`src/rtl/hc_sr04_scheduler.sv`:
```
// Round-robin scheduler sharing one hc_sr04 core across N sensors: trigger demux, gated echo mux, timeouts, guard gap.
// Latency: enable to trigger 2 cycles, echo pin to core 3 cycles, busy fall to result 1 cycle; no backpressure, results are strobes.
module hc_sr04_scheduler #(
  parameter int N_SENSORS      = 4,
  parameter int TRIG_CYCLES    = 500,
  parameter int ARM_CYCLES     = 50_000,
  parameter int TIMEOUT_CYCLES = 1_900_000,
  parameter int GUARD_CYCLES   = 3_000_000,
  localparam int CH_W          = (N_SENSORS > 1) ? $clog2(N_SENSORS) : 1
) (
  input  logic                 clock,
  input  logic                 reset,
  input  logic                 enable,
  input  logic [N_SENSORS-1:0] channel_mask,
  output logic [N_SENSORS-1:0] trig_out,
  input  logic [N_SENSORS-1:0] echo_in,
  output logic                 core_trigger,
  output logic                 core_echo,
  input  logic                 core_busy,
  input  logic [31:0]          core_range,
  output logic [31:0]          result_range,
  output logic [CH_W-1:0]      result_channel,
  output logic [1:0]           result_status,
  output logic                 result_valid,
  output logic                 busy
);

  typedef enum logic [2:0] {
    S_IDLE,
    S_SELECT,
    S_TRIG,
    S_ARM,
    S_MEASURE,
    S_FLUSH,
    S_GUARD
  } state_t;

  localparam logic [1:0]  ST_OK       = 2'b00;
  localparam logic [1:0]  ST_NO_START = 2'b01;
  localparam logic [1:0]  ST_TIMEOUT  = 2'b10;

  localparam logic [31:0] TRIG_LOAD    = 32'(TRIG_CYCLES - 1);
  localparam logic [31:0] ARM_LOAD     = 32'(ARM_CYCLES - 1);
  localparam logic [31:0] TIMEOUT_LOAD = 32'(TIMEOUT_CYCLES - 1);
  localparam logic [31:0] GUARD_LOAD   = 32'(GUARD_CYCLES - 1);

  state_t                 state, state_next;
  logic [31:0]            cnt, cnt_next;
  logic [CH_W-1:0]        last_ch, last_next;
  logic [1:0]             err_status, err_status_next;
  logic [N_SENSORS-1:0]   echo_meta, echo_sync;
  logic [N_SENSORS-1:0]   trig_next;
  logic                   gate;
  logic                   strobe, strobe_err;
  logic                   found;
  logic [CH_W-1:0]        pick;
  logic [CH_W:0]          probe;

  // Next participating channel after the last-served one, searching upward with wrap.
  always_comb begin
    found = 1'b0;
    pick  = last_ch;
    probe = '0;
    for (int i = 1; i <= N_SENSORS; i++) begin
      probe = {1'b0, last_ch} + (CH_W+1)'(i);
      if (probe >= (CH_W+1)'(N_SENSORS)) probe = probe - (CH_W+1)'(N_SENSORS);
      if (!found && channel_mask[probe[CH_W-1:0]]) begin
        found = 1'b1;
        pick  = probe[CH_W-1:0];
      end
    end
  end

  always_comb begin
    state_next      = state;
    last_next       = last_ch;
    err_status_next = err_status;
    strobe          = 1'b0;
    strobe_err      = 1'b0;
    case (state)
      S_IDLE:    if (enable && (channel_mask != '0)) state_next = S_SELECT;
      S_SELECT: begin
        if (found) begin
          last_next  = pick;
          state_next = S_TRIG;
        end else begin
          state_next = S_IDLE;
        end
      end
      S_TRIG:    if (cnt == 32'd0) state_next = S_ARM;
      S_ARM: begin
        if (core_busy) begin
          state_next = S_MEASURE;
        end else if (cnt == 32'd0) begin
          err_status_next = ST_NO_START;
          state_next      = S_FLUSH;
        end
      end
      S_MEASURE: begin
        if (!core_busy) begin
          strobe     = 1'b1;
          state_next = S_GUARD;
        end else if (cnt == 32'd0) begin
          err_status_next = ST_TIMEOUT;
          state_next      = S_FLUSH;
        end
      end
      // Echo is gated off here so the core sees a falling edge and ends its measurement.
      S_FLUSH: begin
        if (!core_busy) begin
          strobe     = 1'b1;
          strobe_err = 1'b1;
          state_next = S_GUARD;
        end
      end
      S_GUARD:   if (cnt == 32'd0) state_next = enable ? S_SELECT : S_IDLE;
      default:   state_next = S_IDLE;
    endcase
  end

  always_comb begin
    cnt_next = cnt;
    if (state_next != state) begin
      case (state_next)
        S_TRIG:    cnt_next = TRIG_LOAD;
        S_ARM:     cnt_next = ARM_LOAD;
        S_MEASURE: cnt_next = TIMEOUT_LOAD;
        S_GUARD:   cnt_next = GUARD_LOAD;
        default:   cnt_next = '0;
      endcase
    end else if (cnt != 32'd0) begin
      cnt_next = cnt - 32'd1;
    end
  end

  always_comb begin
    trig_next = '0;
    if (state_next == S_TRIG) trig_next[last_next] = 1'b1;
  end

  assign gate = (state == S_ARM) || (state == S_MEASURE);

  always_ff @(posedge clock) begin
    if (reset) begin
      state      <= S_IDLE;
      cnt        <= '0;
      last_ch    <= CH_W'(N_SENSORS - 1);
      err_status <= ST_OK;
      echo_meta  <= '0;
      echo_sync  <= '0;
    end else begin
      state      <= state_next;
      cnt        <= cnt_next;
      last_ch    <= last_next;
      err_status <= err_status_next;
      echo_meta  <= echo_in;
      echo_sync  <= echo_meta;
    end
  end

  // Pin-facing outputs are registered from the next state so they line up with the state register.
  always_ff @(posedge clock) begin
    if (reset) begin
      trig_out       <= '0;
      core_trigger   <= 1'b0;
      core_echo      <= 1'b0;
      busy           <= 1'b0;
      result_valid   <= 1'b0;
      result_range   <= '0;
      result_channel <= '0;
      result_status  <= ST_OK;
    end else begin
      trig_out     <= trig_next;
      core_trigger <= (state_next == S_TRIG);
      core_echo    <= echo_sync[last_ch] & gate;
      busy         <= (state_next != S_IDLE);
      result_valid <= strobe;
      if (strobe) begin
        result_range   <= strobe_err ? 32'hFFFF_FFFF : core_range;
        result_channel <= last_ch;
        result_status  <= strobe_err ? err_status : ST_OK;
      end
    end
  end

endmodule
```
`config.mk`:
```
export PLATFORM = sky130hd
export DESIGN_NAME = hc_sr04_scheduler
export DESIGN_NICKNAME = d
export VERILOG_FILES = /design/src/rtl/hc_sr04_scheduler.sv
export SDC_FILE = /design/constraint.sdc
export NUM_CORES = 1
export LEC_CHECK = 0
export BUFFER_PORTS_ARGS = -buffer_cell sky130_fd_sc_hd__buf_2
export CELL_PAD_IN_SITES_DETAIL_PLACEMENT = 0
export CELL_PAD_IN_SITES_GLOBAL_PLACEMENT = 2
export CORE_AREA = 2 2 112 114
export CTS_CLUSTER_DIAMETER = 120
export DETAILED_ROUTE_END_ITERATION = 16
export DIE_AREA = 0 0 114 116
export GPL_ROUTABILITY_DRIVEN = 0
export PLACE_DENSITY = 0.82
export SKIP_LAST_GASP = 1
export SYNTH_ARGS = -nofsm -noshare
export SYNTH_HDL_FRONTEND = slang
export SYNTH_SLANG_ARGS = --single-unit
```
`constraint.sdc`:
```
create_clock -name clock -period 6.9 [get_ports clock]
set_clock_uncertainty 0.15 [all_clocks]
set_input_delay 1.38 -clock clock [delete_from_list [all_inputs] [get_ports clock]]
set_output_delay 1.38 -clock clock [all_outputs]
set_load 0.05 [all_outputs]
```
# After elaboration in Yosys (flattened, before gate mapping)
# Cells that the tools add are included.
[word_totals]
ff_bits = 91
[op_classes]
n_reduce_logical = 19
magnitude_cmp = 11
n_eq_ne = 15
n_mux = 49
addsub = 9
bitwise = 2
[op_table]
columns = ["op", "n"]
rows = [
  ["32-bit 2-to-1 mux", 3],
  ["22-bit case mux with 4 select lines", 1],
  ["32-bit logical NOT", 1],
  ["2-bit 2-to-1 mux", 16],
  ["32-bit nonzero test", 1],
  ["32-bit by 1-bit subtractor with 32-bit output (second input constant)", 1],
  ["3-bit 2-to-1 mux", 7],
  ["3-bit case mux with 7 select lines", 1],
  ["2-bit by 3-bit less-than comparator with 1-bit output (second input constant)", 6],
  ["3-bit == test (second input constant)", 5],
  ["1-bit 2-to-1 mux", 14],
  ["3-bit by 2-bit == test with 1-bit output (second input constant)", 4],
  ["3-bit >= comparator (second input constant)", 4],
  ["1-bit binary-select mux with 2-bit select", 5],
  ["2-bit inequality test (second input constant)", 4],
  ["2-bit by 1-bit subtractor with 2-bit output (second input constant)", 4],
  ["2-bit by 2-bit adder with 3-bit output (second input constant)", 2],
  ["1-bit logical AND", 5],
  ["5-bit AND reduction", 1],
  ["2-bit case mux with 2 select lines", 1],
  ["2-bit nonzero test", 2],
  ["4-bit nonzero test", 1],
  ["2-bit OR reduction", 2],
  ["2-bit by 1-bit adder with 3-bit output (second input constant)", 1],
  ["11 further kinds", 13],
]

# Depth between registers and ports, before layout
# Gate-level depths: netlist (run 1).
[depth]
word_depth = 21
mapped_depth = 10

# Worst setup path before layout (run 1)
# No wires, ideal clock.
[synth_timing]
path_kind = "input to register"
from = "input port channel_mask[1]"
to = "register trig_out[2]"
n_path_buf = 0
path_stages = 6
t_required_ns = 6.677
setup_slack_ns = 3.763
setup_ns = 0.073
t_arrival_ns = 2.914
cell_sequence = "o41ai_1 o31a_1 o32a_1 o21ai_0 or4_4 nor3b_2"
[synth_between]
elab_chain_cells = 18
word_cells_on_any_way = 37
[synth_lines]
columns = ["item", "line", "text"]
rows = [
  ["start, declared", "14", "input logic [N_SENSORS-1:0] channel_mask,"],
  ["1-bit binary-select mux with 2-bit select", "67", "if (!found && channel_mask[probe[CH_W-1:0]]) begin"],
  ["1-bit 2-to-1 mux (implied by the code)", "67", ""],
  ["1-bit 2-to-1 mux", "67", ""],
  ["1-bit logical NOT", "67", ""],
  ["1-bit logical AND", "67", ""],
  ["1-bit 2-to-1 mux", "67", ""],
  ["1-bit logical NOT", "67", ""],
  ["1-bit logical AND", "67", ""],
  ["(+2 left out)", "n/a", ""],
  ["1-bit logical AND", "67", ""],
  ["2-bit 2-to-1 mux or 1-bit 2-to-1 mux (tied branches)", "67", ""],
  ["2-bit 2-to-1 mux", "83", "if (found) begin"],
  ["2-bit 2-to-1 mux", "80", "case (state)"],
  ["2-bit by 3-bit less-than comparator with 1-bit output (implied by the code) or 2-bit by 1-bit >= comparator with 1-bit output (tied branches)", "138", "if (state_next == S_TRIG) trig_next[last_next] = 1'b1;"],
  ["1-bit logical AND (implied by the code)", "138", ""],
  ["1-bit 2-to-1 mux (implied by the code)", "138", ""],
  ["1-bit demux with 2-bit select", "138", ""],
  ["end signal, assigned", "173", "trig_out <= trig_next;"],
  ["end, declared", "15", "output logic [N_SENSORS-1:0] trig_out,"],
]
# Parallel ways exist; a longest one is shown, timed or not. The select of a mux whose other input is x is not followed.
# A chain may end at the register's enable or synchronous reset.

# Worst setup path in the final report (run 1)
[layout_timing]
from = "register cnt[14]"
to = "register cnt[15]"
[layout_between]
elab_chain_cells = 7
word_cells_on_any_way = 18
[layout_lines]
columns = ["item", "line", "text"]
rows = [
  ["start, declared", "48", "logic [31:0] cnt, cnt_next;"],
  ["start signal, assigned", "153", "cnt <= cnt_next;"],
  ["32-bit logical NOT", "n/a", ""],
  ["3-bit 2-to-1 mux", "94, 103", ""],
  ["3-bit 2-to-1 mux, on equally long branches", "100, 92", ""],
  ["3-bit case mux with 7 select lines", "80", ""],
  ["3-bit == test or 3-bit by 2-bit == test with 1-bit output (tied branches)", "124", "case (state_next)"],
  ["22-bit case mux with 4 select lines", "124", ""],
  ["32-bit 2-to-1 mux", "123", "if (state_next != state) begin"],
]
# Parallel ways exist; a longest one is shown, timed or not. The select of a mux whose other input is x is not followed.

==> results.md, run 1 <==
- Cell family with most CP delay: simple AND/OR/NAND/NOR gates
- CP Class: flip-flop to flip-flop
- Sequential-to-total area share from yosys stat: a little under half
- H-tree level count: 3
- Cell with the most instances on the worst path: sky130_fd_sc_hd__or4_1
- Number of nets with antenna violations after routing: 0
- Sort of element at the start of the critical path: flip-flop
- Final setup vio count: 0
- Ratio of routed vias to standard cells: approximately 5
- Net count after synthesis: 530
- Starting DRC count in detailed routing: slightly above 200
- Average routed wire per standard cell: 14.9 um
- Count of state elements after synthesis: 91
- Final non-filler cell area: between 4000 and 5000 um2
- Reg2reg setup slack: 3.33 ns
- Post-synthesis to final-layout area growth: 20.1%
- Routed wire length: about 11 mm
- Width of the die: roughly 110 um
- Reg area: roughly 1800 um2
- Wire length of the first global-routing pass: between 15 and 20 mm
- Final Max Slew Viols: 0
- Highest metal layer with signal wires: met4
- Worst Tran Pin Value: ~0.75 ns
- Post-synth design cell area: roughly 4000 um2
- Ys async rst share: 0%
- Commonest non-fill, non-tap cell in the layout: sky130_fd_sc_hd__dfxtp_1
- Worst path arrival time: 3.63 ns
- TritonCTS clock tree: done
- Distinct cells, synth: ~50
- Number of antenna violations at the first check in global routing: 0
- Fraction of final layout cells with drive strength greater than 1: 21.6%
- R2R depth: 6
- Total clock buffers created by CTS: 9
- DRT met1 WL: 5.06 mm
- Setup repair after global routing missed its margin: no
- Count of filler cells inserted in the layout: approximately 1200
- Pre-antenna DRT Iters: 4
- Run status: finished, final reports clean
- Count of cells resized by post-cts repair: 0
- R2r startpoint: cnt[14]
- Most frequent cells in the layout: sky130_fd_sc_hd__dfxtp_1 (91), sky130_fd_sc_hd__buf_2 (87), sky130_fd_sc_hd__nor3_1 (79)
- Tcrit/Tclk final: between 50% and 60%
- Maximum operating frequency: around 280 MHz
- Capture instance of the worst register-to-register path: cnt[15]
- Cell type of the slowest stage on the worst timing path: sky130_fd_sc_hd__or4_1
- Detailed Place HPWL: just over 7 mm
- Global-route usage over all layers: 16.6%
- Synthesized area per cell: 8.28 um2
- Maximum clock path buffer count: 2
- Cell at the root of the clock tree: sky130_fd_sc_hd__clkbuf_16
- Delay of the slowest critical-path stage: 0.97 ns
- Clk_lat worst skew: roughly 0.34 ns
- Number of placed I/O pins: ~90
- Worst-case vdd ir drop: ~0.23 mV
- Count of final hold-check violations: 0
- Layout Nets: 600
- Crit path required time: just under 7 ns
- Vias after detailed routing: about 3500
- Remaining global-route overflow: 0
- Hold bufs inserted after CTS: 0
- Starting density of the core: approximately 34%
- Sum of negative setup slack: 0 ns
- Reported leakage power: 1.95 nW
- Via count of the first global-routing pass: approximately 3400
- Pwr dens: about 420 nW/um2
- Number of max-capacitance violations reported: 0
- Pin count of the biggest net entering global routing: roughly 70
- Total clock sinks: between 90 and 100
- Count of warnings emitted by yosys: 0
- Startpoint of the most critical hold path: echo_meta[0]
- Count of buffer and inverter cells on the critical path: 0
- Relative slew margins: about half
- Chip Height: approximately 120 um
- Post-CTS setup buffer count: 0
- CP cell instances: or4_1 -> nand4b_1 -> or4_1 -> o21a_1 -> a211oi_2 -> a211oi_1
- Total DRC errors in the routed layout: 0
- Number of cells on the worst hold path: 1
- Met3 wire length: just under 500 um
- Worst min path class: flip-flop to flip-flop
- Footprint of the multi-input gates: slightly above 2000 um2
- Category of the worst setup path capture point: flip-flop
- Full die area: approximately 13000 um2
- Capture endpoint of the worst hold path: echo_sync[0]
- Core region area: 11900 um2
- CTS clock-pin slew for the worst setup and hold paths: 0.07 ns
- Crit Path Max Fanout: 17
- Count of input and output buffers: 87
- Number of enable-type register cells in the synthesized netlist: 0
- Antenna Diode Count: 0
- Post-Synthesis Cells: just under 500
- Commonest register cell after synthesis: sky130_fd_sc_hd__dfxtp_1
- Length of routed met2 wiring: between 4 and 5 mm
- Cell area after placement: 4550 um2
- Fin crit period: ~3.6 ns
- Floorplan row count: 40
==> worst register-to-register path, delay by kind of cell, from the launching register on <==
| family | cells | cell delay (ns) |
|---|---|---|
| flip-flops | 1 | 0.34 |
| AO/OA/AOI/OAI | 3 | 0.85 |
| AND/OR/NAND/NOR | 3 | 2.10 |
==> logic make-up after synthesis <==
| group | share of synthesized area, % |
|---|---|
| adder cells (fa/ha/maj) | 0.311 |
| flip-flops | 45.3 |
| multiplexers | 0.810 |
| AND/OR/NAND/NOR | 32.3 |
| AO/OA/AOI/OAI | 12.7 |
| buffers and inverters | 3.80 |
| XOR/XNOR | 4.80 |
==> metrics by stage <==
stage / setup slack, ns / power, mW / cells / util (%) / hold WS (ns)
6_report: 3.33 / 2.04 / 707 / 40.5 / 0.298
5_1_grt: 3.04 / 2.20 / 707 / 40.5 / 0.312
4_1_cts: 3.34 / 2.06 / 707 / 40.5 / 0.294
3_5_place_dp: 3.29 / 1.59 / 691 / 38.2 / 0.274
3_3_place_gp: 3.32 / 1.58 / 691 / 38.2 / 0.270
2_1_floorplan: 3.76 / 1.40 / 485 / - / 0.264
==> registers in the layout (all words and copies together), names as in the netlist, 2 cells and up <==
| signal | flops |
|---|---|
| err_status | 2 |
| result_range | 32 |
| cnt | 32 |
| trig_out | 4 |
| result_status | 2 |
| echo_meta | 4 |
| result_channel | 2 |
| last_ch | 2 |
| echo_sync | 4 |
| state | 3 |
==> Yosys cell counts, drive strengths merged, types with 7 or more instances <==
| cell | number | share of area (%) |
|---|---|---|
| dfxtp | 91 | 45 |
| nor3 | 79 | 9.8 |
| nor2 | 70 | 6.5 |
| nand2 | 30 | 2.8 |
| a21oi | 29 | 3.6 |
| clkbuf | 29 | 2.7 |
| xor2 | 16 | 3.5 |
| nand2b | 12 | 1.9 |
| nor2b | 12 | 1.9 |
| or4 | 10 | 2.1 |
| nand3 | 9 | 1.1 |
| nor4 | 8 | 1.6 |
| o21ai | 8 | 1.0 |
| inv | 7 | 0.65 |
==> worst max-delay path by stage <==
stage               startpoint           to  slack (ns)  depth (start not counted)
2_1_floorplan  channel_mask[1]  trig_out[2]        3.76                          6
3_3_place_gp   channel_mask[1]      cnt[30]        3.32                          8
3_5_place_dp   channel_mask[1]      cnt[30]        3.29                          8
4_1_cts                cnt[14]      cnt[14]        3.34                          6
5_1_grt                 cnt[8]      cnt[15]        3.04                          6
6_report               cnt[14]      cnt[15]        3.33                          6
==> report_power, final <==
| part | internal, mW | switching [mW] | leakage, nW |
|---|---|---|---|
| combinational | 0.306 | 0.568 | 1.08 |
| sequential | 0.619 | 0.0914 | 0.740 |
| clock | 0.263 | 0.196 | 0.137 |
| total | 1.19 | 0.856 | 1.95 |
==> final cells by class <==
| type | instances | share of cell area (%) |
|---|---|---|
| repair buffers | 92 | 9.80 |
| multi-input cells | 354 | 42.4 |
| inverters | 7 | 0.545 |
| clock buffers | 14 | 5.47 |
| well taps | 147 | 3.81 |
| flip-flops and latches | 91 | 37.8 |
| clock inverters | 2 | 0.207 |
==> routing by layer <==
metal  up-vias  track usage (%)
met4         0             6.75
li1       1847                -
met3         7             3.66
met2        66             25.5
met1      1625             22.8
met5         -                0
Note: power is estimated with default switching activity, not from simulation.
==> run 2, diff against run 1 <==
--- a/config.mk
+++ b/config.mk
@@ -8,12 +8,12 @@
 export BUFFER_PORTS_ARGS = -buffer_cell sky130_fd_sc_hd__buf_2
 export CELL_PAD_IN_SITES_DETAIL_PLACEMENT = 0
 export CELL_PAD_IN_SITES_GLOBAL_PLACEMENT = 2
-export CORE_AREA = 2 2 112 114
+export CORE_AREA = 2 2 123 125
 export CTS_CLUSTER_DIAMETER = 120
 export DETAILED_ROUTE_END_ITERATION = 16
-export DIE_AREA = 0 0 114 116
+export DIE_AREA = 0 0 125 127
 export GPL_ROUTABILITY_DRIVEN = 0
-export PLACE_DENSITY = 0.82
+export PLACE_DENSITY = 0.72
 export SKIP_LAST_GASP = 1
 export SYNTH_ARGS = -nofsm -noshare
 export SYNTH_HDL_FRONTEND = slang
==> constraint.sdc (replaced) <==
create_clock -name clock -period 3.2 [get_ports clock]
set_clock_uncertainty 0.15 [all_clocks]
set_input_delay 0.64 -clock clock [delete_from_list [all_inputs] [get_ports clock]]
set_output_delay 0.64 -clock clock [all_outputs]
set_load 0.05 [all_outputs]
==> results.md, run 2 (synthesis results as in run 1) <==
- Wire length of the first global-routing pass: roughly 19 mm
- Most frequent cells in the layout: sky130_fd_sc_hd__dfxtp_1 (91), sky130_fd_sc_hd__buf_2 (87), sky130_fd_sc_hd__nor3_1 (79)
- Pre-CTS setup slack: approximately 0.097 ns
- Worst-case vdd ir drop: roughly 0.37 mV
- CP Class: flip-flop to flip-flop
- Total clock sinks: 91
- Count of final hold-check violations: 0
- Number of nets with antenna violations after routing: 0
- Worst min path class: flip-flop to flip-flop
- Count of input and output buffers: just under 90
- Detailed Place HPWL: around 8 mm
- Fraction of the core area covered by cells at the end of the flow: a little over a third
- Reported leakage power: between 2 and 2.5 nW
- Crit path required time: between 3 and 4 ns
- Worst Tran Pin Value: roughly 0.83 ns
- Sort of element at the start of the critical path: flip-flop
- Worst path arrival time: 3.14 ns
- Design internal power: 2.79 mW
- Footprint of the multi-input gates: between 2000 and 2500 um2
- Full die area: ~16000 um2
- Final setup vio count: 0
- Remaining global-route overflow: 0
- Fraction of final layout cells with drive strength greater than 1: between 20% and 30%
- Pwr dens: 938 nW/um2
- CTS clock-pin slew for the worst setup and hold paths: about 0.060 ns
- Commonest non-fill, non-tap cell in the layout: sky130_fd_sc_hd__dfxtp_1
- Post-synthesis to final-layout area growth: 25.0%
- Category of the worst setup path capture point: flip-flop
- Cell area after placement: 4710 um2
- Layout Nets: about 620
- Number of placed I/O pins: approximately 90
- Clk_lat worst skew: 0.34 ns
- Post-CTS setup buffer count: 0
- Reg area: ~1800 um2
- Run status: finished, final reports clean
- Width of the die: ~130 um
- Floorplan row count: 44
- Final Non-Filler Cells: ~760
- Final Max Slew Viols: 0
- Total clock buffers created by CTS: 9
- Routed wire length: ~11 mm
- Vias after detailed routing: around 3700
- Sequential group share of total power: around a third
- Crit Path Max Fanout: 9
- Starting DRC count in detailed routing: ~160
- Combinational group share of total power: about 45%
- Number of placed cells counting well taps: between 700 and 800
- Setup repair after global routing missed its margin: yes
- Chip Height: between 100 and 150 um
- Tcrit/Tclk final: 96.4%
- Setup slack of the critical path after layout: 0.114 ns
- Fraction of power spent switching nets: just over 40%
- Starting density of the core: ~28%
- Average routed wire per standard cell: ~15 um
- Final non-filler cell area: 5020 um2
- Via count of the first global-routing pass: 3723
- Cell at the root of the clock tree: sky130_fd_sc_hd__clkbuf_16
- Clock group share of total power: a little under a quarter
- Total DRC errors in the routed layout: 0
- Maximum clock path buffer count: 2
- Antenna Diode Count: 0
- H-tree level count: 3
- Relative slew margins: between 40 and 50%
- Biggest registers after layout: cnt: 32 flops, result_range: 32 flops
- Global-route usage over all layers: between 10% and 20%
- Pin count of the biggest net entering global routing: 42
- Pre-antenna DRT Iters: 4
- Count of filler cells inserted in the layout: about 1600
- Number of antenna violations at the first check in global routing: 0
- Core region area: between 10000 and 15000 um2
- Number of max-capacitance violations reported: 0
- TritonCTS clock tree: done
- Maximum operating frequency: ~320 MHz
- Switching power summed over all nets: a little under 2 mW
- Ratio of routed vias to standard cells: approximately 4.9
- Fin crit period: between 3 and 4 ns
-- run 2: changes by cell type in the layout (fill, tap and decap cells not counted) --
cell	previous run	this run
sky130_fd_sc_hd__bufinv_16	0	1
sky130_fd_sc_hd__o221ai_4	0	1
sky130_fd_sc_hd__clkinvlp_4	0	1
sky130_fd_sc_hd__clkinv_2	2	3
sky130_fd_sc_hd__a211oi_4	0	1
sky130_fd_sc_hd__a211oi_2	2	1
sky130_fd_sc_hd__buf_4	5	20
sky130_fd_sc_hd__o221ai_2	1	0
sky130_fd_sc_hd__clkbuf_8	2	1
sky130_fd_sc_hd__clkbuf_1	3	1
-- run 2: worst paths after layout --
path | startpoint | to | slack [ns] | cells past startpoint
setup / recovery | cnt[24] | cnt[8] | 0.11 | 6
setup reg to reg | cnt[24] | cnt[8] | 0.11 | 6
hold / removal | echo_meta[0] | echo_sync[0] | 0.29 | 1
hold reg to reg | echo_meta[0] | echo_sync[0] | 0.29 | 1
-- run 2: cell type report --
class	instances	share of cell area, %
multi-input cells	354	41.1
repair buffers	107	11.7
clock inverters	5	1.05
well taps	184	4.58
flip-flops and latches	91	36.3
inverters	7	0.523
clock buffers	11	4.83
-- run 2: power by group through the flow --
| stage | Clock (mW) | Combinational, mW | Sequential, mW |
|---|---|---|---|
| after global placement | 0 | 2.11 | 1.55 |
| after CTS | 1.10 | 2.12 | 1.53 |
| after floorplan | 0 | 1.36 | 1.65 |
| after global routing | 1.14 | 2.36 | 1.56 |
| after detailed placement | 0 | 2.10 | 1.55 |
| final | 1.06 | 2.12 | 1.53 |
-- run 2: metal layers --
| layer | global-route usage (%) | part of all wire (%) | up-vias |
|---|---|---|---|
| li1 | - | - | 1881 |
| met1 | 18.0 | 45 | 1763 |
| met2 | 25.2 | 49 | 69 |
| met3 | 2.60 | 3.6 | 18 |
| met4 | 6.67 | 2.2 | 0 |
| met5 | 0 | 0 | - |
-- run 2: per-stage QoR --
stage          total power [mW]  setup TNS, ns  hold slack, ns
6_report                   4.71              0           0.290
5_1_grt                    5.06        -0.0434           0.313
4_1_cts                    4.74              0           0.296
3_5_place_dp               3.65              0           0.281
3_3_place_gp               3.65              0           0.271
2_1_floorplan              3.01              0           0.264
-- run 2: repair_timing --
item / 4_1_cts / 5_1_grt
endpoints found under the setup margin: 0 / 5
hold buffers: 0 / 0
resized for setup: 0 / 2
-- run 2: worst max-delay path, stage by stage, from the launching register on --
cell and delay [ns]:
sky130_fd_sc_hd__dfxtp_1 0.35, sky130_fd_sc_hd__or4_4 0.56, sky130_fd_sc_hd__or4_1 0.44, sky130_fd_sc_hd__or4_1 0.70, sky130_fd_sc_hd__o21a_1 0.30, sky130_fd_sc_hd__a211oi_2 0.32, sky130_fd_sc_hd__a2111oi_0 0.12
==> run 3, diff against run 2 <==
--- a/config.mk
+++ b/config.mk
@@ -5,13 +5,14 @@
 export SDC_FILE = /design/constraint.sdc
 export NUM_CORES = 1
 export LEC_CHECK = 0
-export BUFFER_PORTS_ARGS = -buffer_cell sky130_fd_sc_hd__buf_2
+export ABC_AREA = 1
 export CELL_PAD_IN_SITES_DETAIL_PLACEMENT = 0
 export CELL_PAD_IN_SITES_GLOBAL_PLACEMENT = 2
-export CORE_AREA = 2 2 123 125
+export CORE_AREA = 2 2 117 119
 export CTS_CLUSTER_DIAMETER = 120
 export DETAILED_ROUTE_END_ITERATION = 16
-export DIE_AREA = 0 0 125 127
+export DIE_AREA = 0 0 119 121
+export DONT_BUFFER_PORTS = 1
 export GPL_ROUTABILITY_DRIVEN = 0
 export PLACE_DENSITY = 0.72
 export SKIP_LAST_GASP = 1
==> results.md, run 3 <==
- Starting DRC count in detailed routing: between 200 and 250
- Ratio of routed vias to standard cells: slightly below 5
- Post-CTS setup buffer count: 0
- Maximum operating frequency: 371 MHz
- Average routed wire per standard cell: between 15 and 20 um
- Setup repair after global routing missed its margin: no
- Sequential-to-total area share from yosys stat: a little over two fifths
- Worst Tran Pin Value: between 1 and 1.5 ns
- Clk_lat worst skew: 0.34 ns
- Pre-antenna DRT Iters: 4
- Synthesized area per cell: 8.07 um2
- Count of input and output buffers: 0
- Pre-CTS setup slack: about 0.47 ns
- Vias after detailed routing: roughly 3500
- H-tree level count: 3
- Count of state elements after synthesis: between 90 and 100
- Worst min path class: input pin to flip-flop
- Final setup vio count: 0
- Number of placed I/O pins: 88
- Pin count of the biggest net entering global routing: 41
- Via count of the first global-routing pass: about 3400
- Final Non-Filler Cells: roughly 710
- Cell with the most instances on the worst path: sky130_fd_sc_hd__nand2_2
- Number of placed cells counting well taps: roughly 700
- Category of the worst setup path capture point: flip-flop
- Crit path required time: approximately 3.3 ns
- TritonCTS clock tree: done
- Chip Height: around 120 um
- Full die area: 14400 um2
- Count of final hold-check violations: 0
- Total clock sinks: 91
- Antenna Diode Count: 0
- Commonest non-fill, non-tap cell in the layout: sky130_fd_sc_hd__nand2_1
- Hold bufs inserted after CTS: 0
- Setup slack of the critical path after layout: 0.501 ns
- Fin crit period: between 2 and 3 ns
- Starting density of the core: between 30 and 40%
- Commonest register cell after synthesis: sky130_fd_sc_hd__dfxtp_1
- Crit Path Max Fanout: 12
- Biggest registers after layout: cnt: 32 flops, result_range: 32 flops
- Number of max-capacitance violations reported: 0
- CP cell instances: inv_1 -> ha_1 -> nand2_2 -> nor2_4 -> nand2_2 -> o21bai_2 -> nand3_2 -> nand2_2 -> inv_2 -> nor2_4 -> nand2_2 -> o21ai_1 -> a21oi_1
- Fraction of final layout cells with drive strength greater than 1: 19.8%
- Core region area: about 13000 um2
- Maximum clock path buffer count: 2
- CP Class: flip-flop to flip-flop
- Total DRC errors in the routed layout: 0
- Most instantiated library cell after synthesis: sky130_fd_sc_hd__nand2_1
- Most frequent cells in the layout: sky130_fd_sc_hd__nand2_1 (96), sky130_fd_sc_hd__dfxtp_1 (91), sky130_fd_sc_hd__nor2_1 (70)
- Run status: finished, final reports clean
- Post-Synthesis Cells: 527
- Worst hold-check slack: ~0.21 ns
- Reported leakage power: 1.95 nW
- Count of cells resized by post-cts repair: 0
- Worst path arrival time: ~2.8 ns
- Cell type of the slowest stage on the worst timing path: sky130_fd_sc_hd__dfxtp_1
- Area share of the leading cell type in the synthesized netlist: 42.8%
- Delay of the slowest critical-path stage: approximately 0.31 ns
- Remaining global-route overflow: 0
- Cell at the root of the clock tree: sky130_fd_sc_hd__clkbuf_16
- Routed wire length: between 10 and 15 mm
- Tcrit/Tclk final: about 84%
- Sum of negative setup slack: 0 ns
- Pwr dens: approximately 1100 nW/um2
- Wire length of the first global-routing pass: ~17 mm
- Post-synthesis to final-layout area growth: 10.9%
- Sort of element at the start of the critical path: flip-flop
- Global-route usage over all layers: between 15 and 20%
- Number of antenna violations at the first check in global routing: 0
- Post-synth design cell area: about 4300 um2
- Top area cells in the synthesized netlist: sky130_fd_sc_hd__dfxtp_1 (43%), sky130_fd_sc_hd__nand2_1 (8.5%), sky130_fd_sc_hd__o221a_2 (8.5%)
- Distinct cells, synth: 42
- Count of warnings emitted by yosys: 0
- Width of the die: around 120 um
- Detailed Place HPWL: a little over 8 mm
- Library cell occupying the most area in the post-synthesis netlist: sky130_fd_sc_hd__dfxtp_1
- Final Max Slew Viols: 0
- Worst-case vdd ir drop: 0.321 mV
- Total clock buffers created by CTS: 9
- Relative slew margins: roughly 31%
- Cell types with the highest counts after synthesis: sky130_fd_sc_hd__nand2_1 (96), sky130_fd_sc_hd__dfxtp_1 (91), sky130_fd_sc_hd__nor2_1 (70)
- Net count after synthesis: around 570
- CTS clock-pin slew for the worst setup and hold paths: 0.06 ns
- Number of enable-type register cells in the synthesized netlist: 0
- Ys async rst share: 0%
- Layout Nets: 570
- Number of nets with antenna violations after routing: 0
- Floorplan row count: 42
## run 3: cell count changes in the layout (fill, tap and decap cells not counted), sizes merged, moves of 6 or more
cell	change
inv	+31
nor2b	-12
or4	-10
o21ai	+6
buf	-101
nand2b	-12
a211oi	-6
nor3	-69
nor2	+19
xnor2	+10
nand2	+84
nand3	+19
o221a	+32
## run 3: layout make-up
| type | count | area (um2) |
|---|---|---|
| clock inverter | 5 | 62.6 |
| sequential | 91 | 1820 |
| clock buffer | 10 | 239 |
| tap | 176 | 220 |
| fill | 1394 | 8370 |
| inverter | 39 | 151 |
| multi-input combinational | 378 | 2180 |
| timing repair buffer | 6 | 45.0 |
## run 3: path summary, 6_finish.rpt
path | slack (ns) | start | to | cells past startpoint
worst max-delay path | 0.50 | cnt[0] | cnt[2] | 13
worst min-delay path | 0.21 | reset | result_status[1] | 1
worst max register to register | 0.50 | cnt[0] | cnt[2] | 13
worst min register to register | 0.25 | echo_meta[3] | echo_sync[3] | 2
## run 3: per-layer routing
metal / global-route usage [%] / vias up / routed length, um
met5: 0 / - / 0
met2: 24.7 / 65 / 5220
met4: 6.25 / 0 / 239
met1: 19.7 / 1620 / 4950
met3: 4.37 / 19 / 434
li1: - / 1780 / -
## run 3: power by group
| group | leakage (nW) | internal, mW | total (mW) | switching [mW] |
|---|---|---|---|---|
| Clock | 0.141 | 0.626 | 1.08 | 0.450 |
| Sequential | 0.739 | 1.31 | 1.60 | 0.284 |
| Combinational | 1.06 | 0.842 | 2.40 | 1.56 |
| Total | 1.95 | 2.78 | 5.07 | 2.29 |
## run 3: critical path, delay by kind of cell, from the launching register on
family          cells  cell delay, ns
simple gates        7            1.04
buf+inv             2            0.19
flops               1            0.31
compound gates      3            0.58
fa+ha+maj           1            0.28
## run 3: cell families (layout without fill, tap and decap cells)
family,after synthesis,in the layout,share of synthesized area [%]
compound gates,87,87,16.0
xor+xnor,29,29,5.97
fa+ha+maj,1,1,0.294
buf+inv,58,60,5.94
flops,91,91,42.8
simple gates,261,261,29.0
## run 3: stage by stage
stage / utilization (%) / area, um2 / power (mW)
2_1_floorplan: - / 4250 / 3.51
5_1_grt: 36.0 / 4720 / 5.52
4_1_cts: 36.0 / 4720 / 5.14
6_report: 36.0 / 4720 / 5.07
3_3_place_gp: 33.7 / 4420 / 4.06
3_5_place_dp: 33.7 / 4420 / 4.03
